`config.mk`:
```
export PLATFORM = sky130hd
export DESIGN_NAME = capture_controller
export DESIGN_NICKNAME = d
export VERILOG_FILES = /design/src/rtl/capture_controller_pkg.sv /design/src/rtl/capture_controller_input_synchronizer.sv /design/src/rtl/capture_controller.sv
export SDC_FILE = /design/constraint.sdc
export NUM_CORES = 1
export LEC_CHECK = 0
export ABC_AREA = 1
export CAP_MARGIN = 20
export CORE_ASPECT_RATIO = 1.1
export CORE_MARGIN = 8
export CORE_UTILIZATION = 42
export DETAILED_ROUTE_END_ITERATION = 10
export PLACE_DENSITY = 0.73
export SLEW_MARGIN = 20
export SYNTH_ARGS = -nofsm -noshare
export SYNTH_HDL_FRONTEND = slang
export SYNTH_HIERARCHICAL = 1
export SYNTH_SLANG_ARGS = --single-unit
```
`constraint.sdc`:
```
create_clock -name clk -period 2.35 [get_ports clk]
set_clock_uncertainty 0.1 [all_clocks]
set_input_delay 0.3525 -clock clk [delete_from_list [all_inputs] [get_ports clk]]
set_output_delay 0.3525 -clock clk [all_outputs]
set_load 0.03 [all_outputs]
```
`src/rtl/capture_controller_pkg.sv`:
```
// Shared definitions for the capture controller: FSM state codes,
// trigger mode codes, default sizing and the trigger predicate.
package capture_controller_pkg;

  // FSM state codes, also exported on the debug 'state' port
  localparam logic [2:0] ST_IDLE  = 3'd0;
  localparam logic [2:0] ST_FILL  = 3'd1;
  localparam logic [2:0] ST_ARMED = 3'd2;
  localparam logic [2:0] ST_POST  = 3'd3;
  localparam logic [2:0] ST_DONE  = 3'd4;

  // Trigger mode codes as driven on 'trig_mode'
  localparam logic [1:0] TRIG_IMMEDIATE = 2'b00;
  localparam logic [1:0] TRIG_RISING    = 2'b01;
  localparam logic [1:0] TRIG_FALLING   = 2'b10;
  localparam logic [1:0] TRIG_ANY       = 2'b11;

  // Default sizing for the full-size acquisition front end
  localparam int DEFAULT_CHANNEL_COUNT    = 10;
  localparam int DEFAULT_SAMPLE_BUFF_SIZE = 640;
  localparam int DEFAULT_PRETRIG_SAMPLES  = 160;
  localparam int DEFAULT_DIV_WIDTH        = 32;

  // Trigger predicate. 'prev' is the last sample shifted into the
  // buffers, 'cur' the sample about to be shifted. An invalid channel
  // select can only fire in immediate mode.
  function automatic logic trigger_hit(input logic [1:0] mode,
                                       input logic       chan_valid,
                                       input logic       prev,
                                       input logic       cur);
    logic hit;
    case (mode)
      TRIG_IMMEDIATE: hit = 1'b1;
      TRIG_RISING:    hit = chan_valid & ~prev & cur;
      TRIG_FALLING:   hit = chan_valid & prev & ~cur;
      default:        hit = chan_valid & (prev ^ cur);
    endcase
    return hit;
  endfunction

endpackage

```
`src/rtl/capture_controller_input_synchronizer.sv`:
```
// Two-flop synchronizer for a bus of independent asynchronous inputs.
// Each bit is synchronized on its own; no cross-bit coherence is implied,
// so this also suits buttons and switches.
module input_synchronizer #(
  parameter int WIDTH = 1
) (
  input  logic             clk,
  input  logic             reset,
  input  logic [WIDTH-1:0] async_in,
  output logic [WIDTH-1:0] sync_out
);

  logic [WIDTH-1:0] meta_q, meta_d;
  logic [WIDTH-1:0] sync_q, sync_d;

  // Next-state of the two synchronizer stages
  always_comb begin
    meta_d = async_in;
    sync_d = meta_q;
  end

  // Synchronizer flops, cleared by the synchronous reset
  always_ff @(posedge clk) begin
    if (reset) begin
      meta_q <= '0;
      sync_q <= '0;
    end else begin
      meta_q <= meta_d;
      sync_q <= sync_d;
    end
  end

  assign sync_out = sync_q;

endmodule

```
`src/rtl/capture_controller.sv`:
```
// Acquisition front end: synchronizes channel inputs, divides the clock
// down to the sample rate, detects the trigger and sequences the
// pre-trigger fill, armed wait and post-trigger capture. Downstream
// shift-register buffers load 'sample_out' whenever 'shift' is high and
// are left frozen while the controller sits in DONE.
module capture_controller
  import capture_controller_pkg::*;
#(
  parameter int CHANNEL_COUNT    = DEFAULT_CHANNEL_COUNT,
  parameter int SAMPLE_BUFF_SIZE = DEFAULT_SAMPLE_BUFF_SIZE,
  parameter int PRETRIG_SAMPLES  = DEFAULT_PRETRIG_SAMPLES,
  parameter int DIV_WIDTH        = DEFAULT_DIV_WIDTH,
  // Width of trig_chan; may be widened so that selects beyond the last
  // channel can be expressed (they never fire except in immediate mode).
  parameter int TRIG_W           = (CHANNEL_COUNT > 1) ? $clog2(CHANNEL_COUNT) : 1
) (
  input  logic                     clk,
  input  logic                     reset,
  input  logic [CHANNEL_COUNT-1:0] chan_in,
  input  logic [DIV_WIDTH-1:0]     sample_div,
  input  logic [TRIG_W-1:0]        trig_chan,
  input  logic [1:0]               trig_mode,
  input  logic                     arm,
  input  logic                     continuous,
  output logic [CHANNEL_COUNT-1:0] sample_out,
  output logic                     shift,
  output logic [2:0]               state,
  output logic                     triggered,
  output logic                     done
);

  localparam int POST_SAMPLES = SAMPLE_BUFF_SIZE - PRETRIG_SAMPLES;
  localparam int CNT_W        = $clog2(SAMPLE_BUFF_SIZE + 1);

  localparam logic [CNT_W-1:0] PRE_LIMIT  = CNT_W'(PRETRIG_SAMPLES);
  localparam logic [CNT_W-1:0] POST_LIMIT = CNT_W'(POST_SAMPLES);
  localparam logic [CNT_W-1:0] CNT_ONE    = CNT_W'(1);
  localparam logic [CNT_W-1:0] CNT_MAX    = {CNT_W{1'b1}};

  // Sample counters saturate rather than wrap
  function automatic logic [CNT_W-1:0] sat_inc(input logic [CNT_W-1:0] v);
    return (v == CNT_MAX) ? v : v + CNT_ONE;
  endfunction

  logic [CHANNEL_COUNT-1:0] sync;

  logic [2:0]               state_q, state_d;
  logic [DIV_WIDTH-1:0]     div_cnt_q, div_cnt_d;
  logic [CNT_W-1:0]         fill_cnt_q, fill_cnt_d;
  logic [CNT_W-1:0]         post_cnt_q, post_cnt_d;
  logic [CHANNEL_COUNT-1:0] sample_q, sample_d;
  logic                     shift_q, shift_d;
  logic                     triggered_q, triggered_d;
  logic                     done_q, done_d;

  logic tick_en;
  logic tick;
  logic chan_valid;
  logic prev_bit;
  logic cur_bit;
  logic trig_fire;
  logic start_req;

  input_synchronizer #(
    .WIDTH (CHANNEL_COUNT)
  ) u_input_synchronizer (
    .clk      (clk),
    .reset    (reset),
    .async_in (chan_in),
    .sync_out (sync)
  );

  // Sample-rate tick: the divider only runs in the sampling states. A
  // zero-length fill has nothing to sample, so FILL does not tick then.
  // The >= compare recovers immediately if sample_div drops mid-count.
  always_comb begin
    tick_en = 1'b0;
    case (state_q)
      ST_FILL:           tick_en = (PRETRIG_SAMPLES != 0);
      ST_ARMED, ST_POST: tick_en = 1'b1;
      default:           tick_en = 1'b0;
    endcase
    tick = tick_en && (div_cnt_q >= sample_div);
  end

  // Trigger evaluation: pick the watched channel from the last shifted
  // sample and the incoming synchronized sample. A select beyond the
  // last channel leaves chan_valid low.
  always_comb begin
    chan_valid = 1'b0;
    prev_bit   = 1'b0;
    cur_bit    = 1'b0;
    for (int i = 0; i < CHANNEL_COUNT; i++) begin
      if (trig_chan == TRIG_W'(i)) begin
        chan_valid = 1'b1;
        prev_bit   = sample_q[i];
        cur_bit    = sync[i];
      end
    end
    trig_fire = trigger_hit(trig_mode, chan_valid, prev_bit, cur_bit);
  end

  // Sample register and shift strobe: every tick presents a fresh
  // sample to the buffers for exactly one cycle.
  always_comb begin
    sample_d = tick ? sync : sample_q;
    shift_d  = tick;
  end

  // Capture sequencing: divider, fill/post counters, trigger and done
  // flags. Starting a capture clears everything from the previous one,
  // including the divider phase so the fill starts on a clean period.
  always_comb begin
    state_d     = state_q;
    fill_cnt_d  = fill_cnt_q;
    post_cnt_d  = post_cnt_q;
    triggered_d = triggered_q;
    done_d      = done_q;
    start_req   = arm | continuous;

    div_cnt_d = div_cnt_q;
    if (tick_en) begin
      div_cnt_d = tick ? '0 : div_cnt_q + DIV_WIDTH'(1);
    end

    case (state_q)
      ST_IDLE, ST_DONE: begin
        if (start_req) begin
          state_d     = ST_FILL;
          fill_cnt_d  = '0;
          post_cnt_d  = '0;
          triggered_d = 1'b0;
          done_d      = 1'b0;
          div_cnt_d   = '0;
        end
      end
      ST_FILL: begin
        if (PRETRIG_SAMPLES == 0) begin
          state_d = ST_ARMED;
        end else if (tick) begin
          fill_cnt_d = sat_inc(fill_cnt_q);
          if (fill_cnt_d >= PRE_LIMIT) begin
            state_d = ST_ARMED;
          end
        end
      end
      ST_ARMED: begin
        if (tick && trig_fire) begin
          // The trigger sample itself is the first post-trigger sample
          triggered_d = 1'b1;
          post_cnt_d  = CNT_ONE;
          if (POST_LIMIT <= CNT_ONE) begin
            state_d = ST_DONE;
            done_d  = 1'b1;
          end else begin
            state_d = ST_POST;
          end
        end
      end
      ST_POST: begin
        if (tick) begin
          post_cnt_d = sat_inc(post_cnt_q);
          if (post_cnt_d >= POST_LIMIT) begin
            state_d = ST_DONE;
            done_d  = 1'b1;
          end
        end
      end
      default: begin
        state_d = ST_IDLE;
        done_d  = 1'b0;
      end
    endcase
  end

  // Controller registers; reset aborts any capture in progress
  always_ff @(posedge clk) begin
    if (reset) begin
      state_q     <= ST_IDLE;
      div_cnt_q   <= '0;
      fill_cnt_q  <= '0;
      post_cnt_q  <= '0;
      sample_q    <= '0;
      shift_q     <= 1'b0;
      triggered_q <= 1'b0;
      done_q      <= 1'b0;
    end else begin
      state_q     <= state_d;
      div_cnt_q   <= div_cnt_d;
      fill_cnt_q  <= fill_cnt_d;
      post_cnt_q  <= post_cnt_d;
      sample_q    <= sample_d;
      shift_q     <= shift_d;
      triggered_q <= triggered_d;
      done_q      <= done_d;
    end
  end

  assign sample_out = sample_q;
  assign shift      = shift_q;
  assign state      = state_q;
  assign triggered  = triggered_q;
  assign done       = done_q;

endmodule

```
=== After elaboration in Yosys (flattened, before gate mapping) ===
Index checks and enable logic that the tools add are counted.

* Equality and inequality tests: 23
* Muxes and demuxes: 57
* Magnitude comparators: 3
* Add/sub/neg operators: 3
* Bitwise operators: 10
* Reduce and logical (&&, ||, !) cells: 16

{| class="wikitable"
|+ Operators with widths
! cell !! number
|-
| two-way mux 32 bit || 4
|-
| two-way mux 10 bit || 6
|-
| two-way mux 1 bit || 35
|-
| adder 32 x 1 -> 32 bit, second input constant || 1
|-
| >= comparator 32 bit || 1
|-
| case mux 10 bit (3 select lines) || 1
|-
| adder 10 x 1 -> 10 bit, second input constant || 2
|-
| equality test 10 bit, second input constant || 2
|-
| case mux 10 bit (2 select lines) || 1
|-
| two-way mux 3 bit || 6
|-
| equality test 4 x 3 -> 1 bit, second input constant || 4
|-
| inequality test 2 bit, second input constant || 6
|-
| case mux 3 bit (4 select lines) || 1
|-
| >= comparator 10 x 8 -> 1 bit, second input constant || 1
|-
| >= comparator 10 x 9 -> 1 bit, second input constant || 1
|-
| equality test 4 x 2 -> 1 bit, second input constant || 2
|-
| equality test 4 bit, second input constant || 2
|-
| AND reduction 4 bit || 2
|-
| equality test 3 x 2 -> 1 bit, second input constant || 2
|-
| case mux 1 bit (3 select lines) || 2
|-
| AND reduction 3 bit || 2
|-
| AND reduction 6 bit || 1
|-
| bitwise AND 1 bit || 5
|-
| equality test 4 x 1 -> 1 bit, second input constant || 1
|-
| other kinds (16) || 21
|}

* Flip-flop bits (word level): 88

=== Depth between registers and ports, before layout ===
Gate-level depths: netlist (run 1).

* Depth after elaboration: 18
* Mapped depth: 19

=== Cells and area by module ===
Netlist (run 1), hierarchy kept.

{| class="wikitable"
|+ Modules (own cells, without submodules)
! module !! cells each !! times used !! area an instance (µm²)
|-
| capture_controller || 682 || 1 || 4635.7
|-
| input_synchronizer || 62 || 1 || 573.0
|}

=== Worst setup path before layout (run 1) ===
Ideal clock, no wire load.

* Path kind: input-to-reg
* Start: input sample_div[27]
* End: register state_q[0] (netlist: state[0])
* Slack: 0.110 ns
* Stages on the path: 16
* Library setup time: 0.116 ns
* Arrival: 2.024 ns
* Cell sequence: inv_1 > ha_1 > nand2_1 > nor2_1 > nand2_1 > nor4_2 > nand4_1 > nand3_1 > nand2_1 > nor2_1 > nand2_1 > nand2_2 > buf_4 > nand3_1 > nand2_1 > nor2_1

* Cells in the longest elaborated chain, start to end: 5

{| class="wikitable"
|+ Ends and longest elaborated chain
! item !! RTL line !! text
|-
| start, declared || capture_controller.sv:20 || <nowiki>input logic [DIV_WIDTH-1:0] sample_div,</nowiki>
|-
| >= comparator 32 bit (*) || capture_controller.sv:83 || <nowiki>tick = tick_en && (div_cnt_q >= sample_div);</nowiki>
|-
| logical AND 1 bit (*) || capture_controller.sv:83 ||
|-
| logical AND 1 bit || capture_controller.sv:148 || <nowiki>if (tick && trig_fire) begin</nowiki>
|-
| inequality test 2 bit (no source line) || n/a ||
|-
| AND reduction 6 bit (no source line) (*) || n/a ||
|-
| end signal, assigned || capture_controller.sv:188 || <nowiki>state_q <= state_d;</nowiki>
|-
| end, declared || capture_controller.sv:47 || <nowiki>logic [2:0] state_q, state_d;</nowiki>
|}

Mark *: on every way between the ends. The rest lies on a longest branch, timed or not.
A chain may end at the register's enable or synchronous reset.

=== Final worst setup path (run 1) ===
* Start: register div_cnt_q[29]
* End: register post_cnt_q[3]

* Cells in the longest elaborated chain, start to end: 5

{| class="wikitable"
|+ Ends and longest elaborated chain
! item !! RTL line !! text
|-
| start, declared || capture_controller.sv:48 || <nowiki>logic [DIV_WIDTH-1:0] div_cnt_q, div_cnt_d;</nowiki>
|-
| start signal, assigned || capture_controller.sv:189 || <nowiki>div_cnt_q <= div_cnt_d;</nowiki>
|-
| >= comparator 32 bit (*) || capture_controller.sv:83 ||
|-
| logical AND 1 bit (*) || capture_controller.sv:83 ||
|-
| logical AND 1 bit || capture_controller.sv:148 ||
|-
| inequality test 2 bit (no source line) || n/a ||
|-
| AND reduction 4 bit (no source line) (*) || n/a ||
|-
| end signal, assigned || capture_controller.sv:191 || <nowiki>post_cnt_q <= post_cnt_d;</nowiki>
|-
| end, declared || capture_controller.sv:50 || <nowiki>logic [CNT_W-1:0] post_cnt_q, post_cnt_d;</nowiki>
|}

Marked as above.

==> metrics.yaml, run 1 <==
power.total_mw: 5.54
netlist.area_leader.share_pct: 33.8
yosysMostFrequentCell: "nand2_1"
synth_seq_cells: 88
crit_arrival_ps: 2730
worst_hold_slack_ps: 301
num_vias: 5384
num-nets-final: 988
drc_errors: 0
synth_mux_area_share_pct: 0
cts_hold_buf: 0
avgSynthCellArea_um2: 7.00
period_needed_ps: 2580
seqCellArea_um2: 1780
async_flop_share_pct: 0
fill_cells: 994
synth-simple-area-share_pct: 33.6
maxSlewViolCount: 0
cts_tree: "yes"
htree_levels: 3
synth_compound_area_share_pct: 9.94
firstDrtPassIters: 5
synth_top_family_by_area: "simple AND/OR/NAND/NOR gates"
ir_drop_mv: 0.630
ys_seq_area_share_pct: 33.8
power_leakage_nw: 3.44
clock_power_share_pct: 25.9
finalCritPeriodShare_pct: 110
maxSlewHeadroom_pct: 70.9
power_switching_mw: 2.11
syn_nets: 831
clock_path_buffers: 2
viasPerCell: 5.08
core_um2: 12100
start_kind: "flop"
synthAdderAreaFrac_pct: 8.41
cts_sinks: 88
synth_area_um2: 5210
grt_pass1_vias: 5155
setup_ws_ps: -226
synth_cell_types: 41
path_class: "reg2reg"
clk-insertion-delay-late_ps: 360
synthToLayoutAreaGrowth_pct: 48.5
synth_edf_count: 0
grt_max_degree: 28
sw_frac_of_total_pct: 38.1
synth_ff_type: "dfxtp_1"
rsz0062_at_grt: "yes"
combPwrFrac_pct: 43.0
cts_buffers: 9
grt-ovfl-total: 0
outcome: "finished, violations left"
drv_cap: 0
place_congestion: 0.822
ioPinCount: 68
wl_per_cell_um: 13.5
critPathMaxFanout: 5
placed_cells: 1017
dr.first_iter.drc_count: 463
ys_warn_count: 6
synth_xor_xnor_area_share_pct: 4.37
internal_power_mw: 3.43
ys_top_cells_by_area: "dfxtp_1 34%, nand2_1 10%, ha_1 8.4%"
drt-total-wl_mm: 14.3
critical_path_required_ps: 2500
powerDensity_nw_per_um2: 716
endpoint_kind: "flop"
finalSetupTns_ps: -8800
ant_nets: 0
grt_use_total_pct: 17.1
multi_input_area_um2: 3520
port_buffers: 67
synth_largest_area_cell: "dfxtp_1"
hold_viol: 0
tightest_slew_ps: 433
yosys-top-cells-count: "142 x nand2_1, 108 x inv_1, 108 x nor2_1"
fp.dieH_um: 133
fmax_ghz: 0.388
dieWidth_um: 122
hp-class: "reg2reg"
drive_gt1_share_pct: 29.9
final_cells: 1060
start_util_pct: 43.1
grt_pass1_wl_mm: 22.9
num_antenna_cells: 0
root_buffer: "clkbuf_16"
syn_inst: 744
fp-row-count: 42
clkTransAtPathRegs_ps: 70
antenna_found_initial: 0
power.share.sequential_pct: 31.1
violations: "setup timing"
dieArea_um2: 16200
hpwl_mm: 9.16
setup_violations: 64
## layout make-up
cell class / count / area share, %
Multi-Input combinational cell: 526 / 45.5
Sequential cell: 88 / 23.0
Timing Repair Buffer: 160 / 19.5
Inverter: 116 / 5.66
Clock buffer: 9 / 2.91
Tap cell: 154 / 2.49
Clock inverter: 7 / 0.874
## layout by cell type (no fill, tap or decap), drive strengths merged, types with 2 or more instances in the layout
master	instances
dlymetal6s2s	5
nor3b	7
buf	91
or2	3
dfxtp	88
clkdlybuf4s50	49
xor2	17
ha	35
nor4	6
o21ai	31
nor2	120
a211oi	3
nand2	150
inv	121
xnor2	9
nand3	49
clkbuf	11
o211ai	7
nand4	14
a21oi	52
a31oi	2
dlygate4sd2	13
nor3	18
## power by group through the flow
stage	Clock [mW]	Combinational [mW]	Sequential [mW]
global route	1.52	2.56	1.73
CTS	1.46	2.07	1.70
floorplan	0	0.971	1.78
finish	1.44	2.38	1.72
detailed placement	0	1.48	1.73
global placement	0	1.45	1.73
## stage by stage
stage | setup WS [ps] | utilization (%) | instance area, um^2
final | -226 | 64.0 | 7730
after floorplan | 110 | - | 5210
after global placement | -838 | 53.9 | 6510
after detailed placement | -904 | 53.9 | 6510
after global routing | -317 | 64.0 | 7730
after CTS | -243 | 61.4 | 7430
## sequential cells by signal, summed over array words and instances, names as in the netlist
signal,cells
triggered,1
post_cnt_q,10
state,3
fill_cnt_q,10
u_input_synchronizer/meta_q,10
u_input_synchronizer/sync_out,10
sample_out,10
div_cnt_q,32
shift,1
done,1
## critical path: stages (launching register included)
cell     delay [ps]
dfxtp_2         340
ha_4            260
nand4_1         110
inv_2            90
nand2_2          70
nor4_4          360
nand4_1         230
nand3_2         160
buf_6           120
o21ai_4          60
a21oi_4         220
buf_6           180
nand3_2          60
nand2_1          80
nor2_1           50
## routing by layer
layer,vias up,global-route usage (%),routed length [um]
met5,-,0,0
met4,0,7.59,419
met3,43,2.94,837
met2,185,30.6,7360
met1,2440,19.1,5660
li1,2716,-,-
## logic make-up after synthesis
kind of cell / count (synthesis)
compound gates: 97
xor+xnor: 26
fa+ha+maj: 35
buf+inv: 130
flops: 88
simple gates: 368
## path summary, 6_finish.rpt
| path | from | end | slack (ps) | cells after the start |
|---|---|---|---|---|
| worst min register to register | u_input_synchronizer/meta_q[7] | u_input_synchronizer/sync_out[7] | 300 | 2 |
| worst min-delay path | u_input_synchronizer/meta_q[7] | u_input_synchronizer/sync_out[7] | 300 | 2 |
| worst max register to register | div_cnt_q[29] | post_cnt_q[3] | -230 | 14 |
| worst max-delay path | div_cnt_q[29] | post_cnt_q[3] | -230 | 14 |
## what timing repair did
action                                  in CTS  in global routing
cloned                                       7                  2
endpoints found under the setup margin      67                 66
pin swaps                                   59                 45
resized for setup                          111                 78
buffers inserted                            13                 10
Note: power is estimated with default switching activity, not from simulation.
==> inputs of run 2 (changes only) <==
--- a/config.mk
+++ b/config.mk
@@ -12,7 +12,7 @@
 export CORE_UTILIZATION = 42
 export DETAILED_ROUTE_END_ITERATION = 10
 export PLACE_DENSITY = 0.73
-export SLEW_MARGIN = 20
+export SLEW_MARGIN = 0
 export SYNTH_ARGS = -nofsm -noshare
 export SYNTH_HDL_FRONTEND = slang
 export SYNTH_HIERARCHICAL = 1
==> results of run 2 <==
Final layout, timing and power as in run 1 (identical DEF).
==> RTL edit, RTL diff (config.mk and constraints of run 1) <==
Reset style: asynchronous (`reset`), changed in 2 clocked blocks. Comments in the files are not updated.
--- a/src/rtl/capture_controller_input_synchronizer.sv
+++ b/src/rtl/capture_controller_input_synchronizer.sv
@@ -20,7 +20,7 @@
   end
 
   // Synchronizer flops, cleared by the synchronous reset
-  always_ff @(posedge clk) begin
+  always_ff @(posedge clk or posedge reset) begin
     if (reset) begin
       meta_q <= '0;
       sync_q <= '0;
--- a/src/rtl/capture_controller.sv
+++ b/src/rtl/capture_controller.sv
@@ -174,7 +174,7 @@
   end
 
   // Controller registers; reset aborts any capture in progress
-  always_ff @(posedge clk) begin
+  always_ff @(posedge clk or posedge reset) begin
     if (reset) begin
       state_q     <= ST_IDLE;
       div_cnt_q   <= '0;
Check against the original RTL: differs if reset is asserted again (counterexample within 4 cycles, from zero or initial values and one cycle with reset high); with reset held inactive, the same outputs for 10 cycles.
==> RTL edit against run 1 <==
  * Hold slack got worse by 53 ps
  * Core utilization decreased by 3.9 points
  * Register-to-register slack improved by 260 ps
  * Total power about the same
  * Sequential cell count unchanged
  * Final area decreased by 1.8%
  * Setup slack improved by 240 ps
  * Final cell count decreased by 6.0%
  * Largest power group unchanged
  * Routed wire length decreased by 3.5%
  * Non-clock buffer count decreased by 28
  * Highest routed layer unchanged
  * Synthesized area increased by 4.5%
==> RTL edit: results (changes against run 1) <==
[finish]
fillers = 1083  ; was 994
antenna_cells = 0  ; unchanged
buffers_excl_clock = 132  ; was 160
drive_gt1_share_pct = 22.5  ; was 29.9%
fin_nets = 921  ; was 988
multi_input_comb_cells = 500  ; was 526
multi_input_area_share_pct = 43.1  ; was 45.5%
inverters = 103  ; was 116
layout.nonclk_buf_share_pct = 16.4  ; was 19.5%
seq-cell-share_pct = 29.0  ; was 23.0%

[global_routing]
grt_max_degree = 69  ; was 28
grt_use_met2_pct = 26.3  ; was 30.6%
grt_pass1_wl_um = 21800  ; was 22,900 um
grtUsageMet1_pct = 18.8  ; was 19.1%
use_met3_pct = 2.55  ; was 2.94%
grt_pass1_vias = 4742  ; was 5,155
track_usage_pct = 15.4  ; was 17.1%

[synth]
yosysSeqAreaShare_pct = 40.5  ; was 33.8%
synth_xor_area_share_pct = 5.47  ; was 4.37%
synthTopCellsByArea = dfrtp_1 40%, nand2_1 12%, ha_1 8.0%  ; was dfxtp_1 34%, nand2_1 10%, ha_1 8.4%
synthFlopType = dfrtp_1  ; was dfxtp_1
syn_inst = 700  ; was 744
syn-num-nets = 787  ; was 831
synth_fa_ha_area_share_pct = 8.04  ; was 8.41%
synth_common_cells = 172 x nand2_1, 99 x inv_1, 88 x dfrtp_1  ; was 142 x nand2_1, 108 x inv_1, 108 x nor2_1
synth.distinct_cells = 35  ; was 41

[pwr]
seq-power_mw = 1.84  ; was 1.72 mW
p_switching_mw = 2.17  ; was 2.11 mW
seqPwrFrac_pct = 33.3  ; was 31.1%
p_comb_mw = 2.29  ; was 2.38 mW
peakVddDrop_mv = 0.433  ; was 0.630 mV

[drt]
drt-initial-drc-count = 326  ; was 463
met3_length_um = 594  ; was 837 um
vias = 5037  ; was 5,384
wl_per_cell_um = 13.8  ; was 13.5 um
via_per_inst = 5.06  ; was 5.08
met1_length_um = 6090  ; was 5660 um
dr_wl_met2_um = 6810  ; was 7360 um

[place]
hpwl_um = 9790  ; was 9160 um
dp.cells = 970  ; was 1,017
gp_congestion = 0.834  ; was 0.822
place_ws_ps = -522  ; was -904 ps

[floorplan]
core_area_um2 = 12600  ; was 12,100 um^2

[worst_setup_path]
rr_worst_depth = 17  ; was 14
crit_fanout = 4  ; was 5
reg2reg_to = state[0]$_DFFE_PP0P_  ; was post_cnt_q[3]$_SDFFE_PP0P_
max_stage_delay_ps = 450  ; was 360 ps
cp.arrival_ps = 2480  ; was 2730 ps
r2r_start = div_cnt_q[13]$_DFF_PP0_  ; was div_cnt_q[29]$_SDFF_PP0_
r2r_slack_ps = 30  ; was -230 ps

[timing]
hold_ws_ps = 248  ; was 301 ps
worst_slew_pin_slew_ps = 728  ; was 433 ps

[min_path]
whs_endpoint = u_input_synchronizer/sync_out[4]$_DFF_PP0_  ; was u_input_synchronizer/sync_out[7]$_SDFF_PP0_
holdPathStages = 0  ; was 2
hold_start = u_input_synchronizer/meta_q[4]$_DFF_PP0_  ; was u_input_synchronizer/meta_q[7]$_SDFF_PP0_

[clock_tree]
clock-root-buffer = clkbuf_16  ; unchanged

[run_status]
outcome = finished, final reports clean  ; was complete, but fails checks

==> RTL edit: per-stage QoR <==
step / cell area (um^2) / TNS, ps
floorplan: 5440 / 0
global placement: 6710 / -24740
detailed placement: 6710 / -26740
CTS: 7180 / -286
global route: 7600 / -1890
finish: 7600 / 0
==> RTL edit: how the worst max path moves through the flow <==
stage               depth (start not counted)                        end               startpoint  slack [ps]
finish                                     19       state[0]$_DFFE_PP0P_            sample_div[3]          10
global placement                           18  post_cnt_q[9]$_DFFE_PP0P_           sample_div[30]        -490
global route                               17       state[1]$_DFFE_PP0P_            sample_div[3]        -160
detailed placement                         16           done$_DFFE_PP0P_           sample_div[19]        -520
CTS                                        16  post_cnt_q[9]$_DFFE_PP0P_  div_cnt_q[30]$_DFF_PP0_         -30
floorplan                                  14  post_cnt_q[0]$_DFFE_PP0P_  div_cnt_q[31]$_DFF_PP0_          60
==> RTL edit: repair_timing <==
item	CTS	global route
pin swaps	18	41
gates resized for setup	43	71
setup endpoints to repair	40	59
gates cloned	0	1
setup buffers	2	7
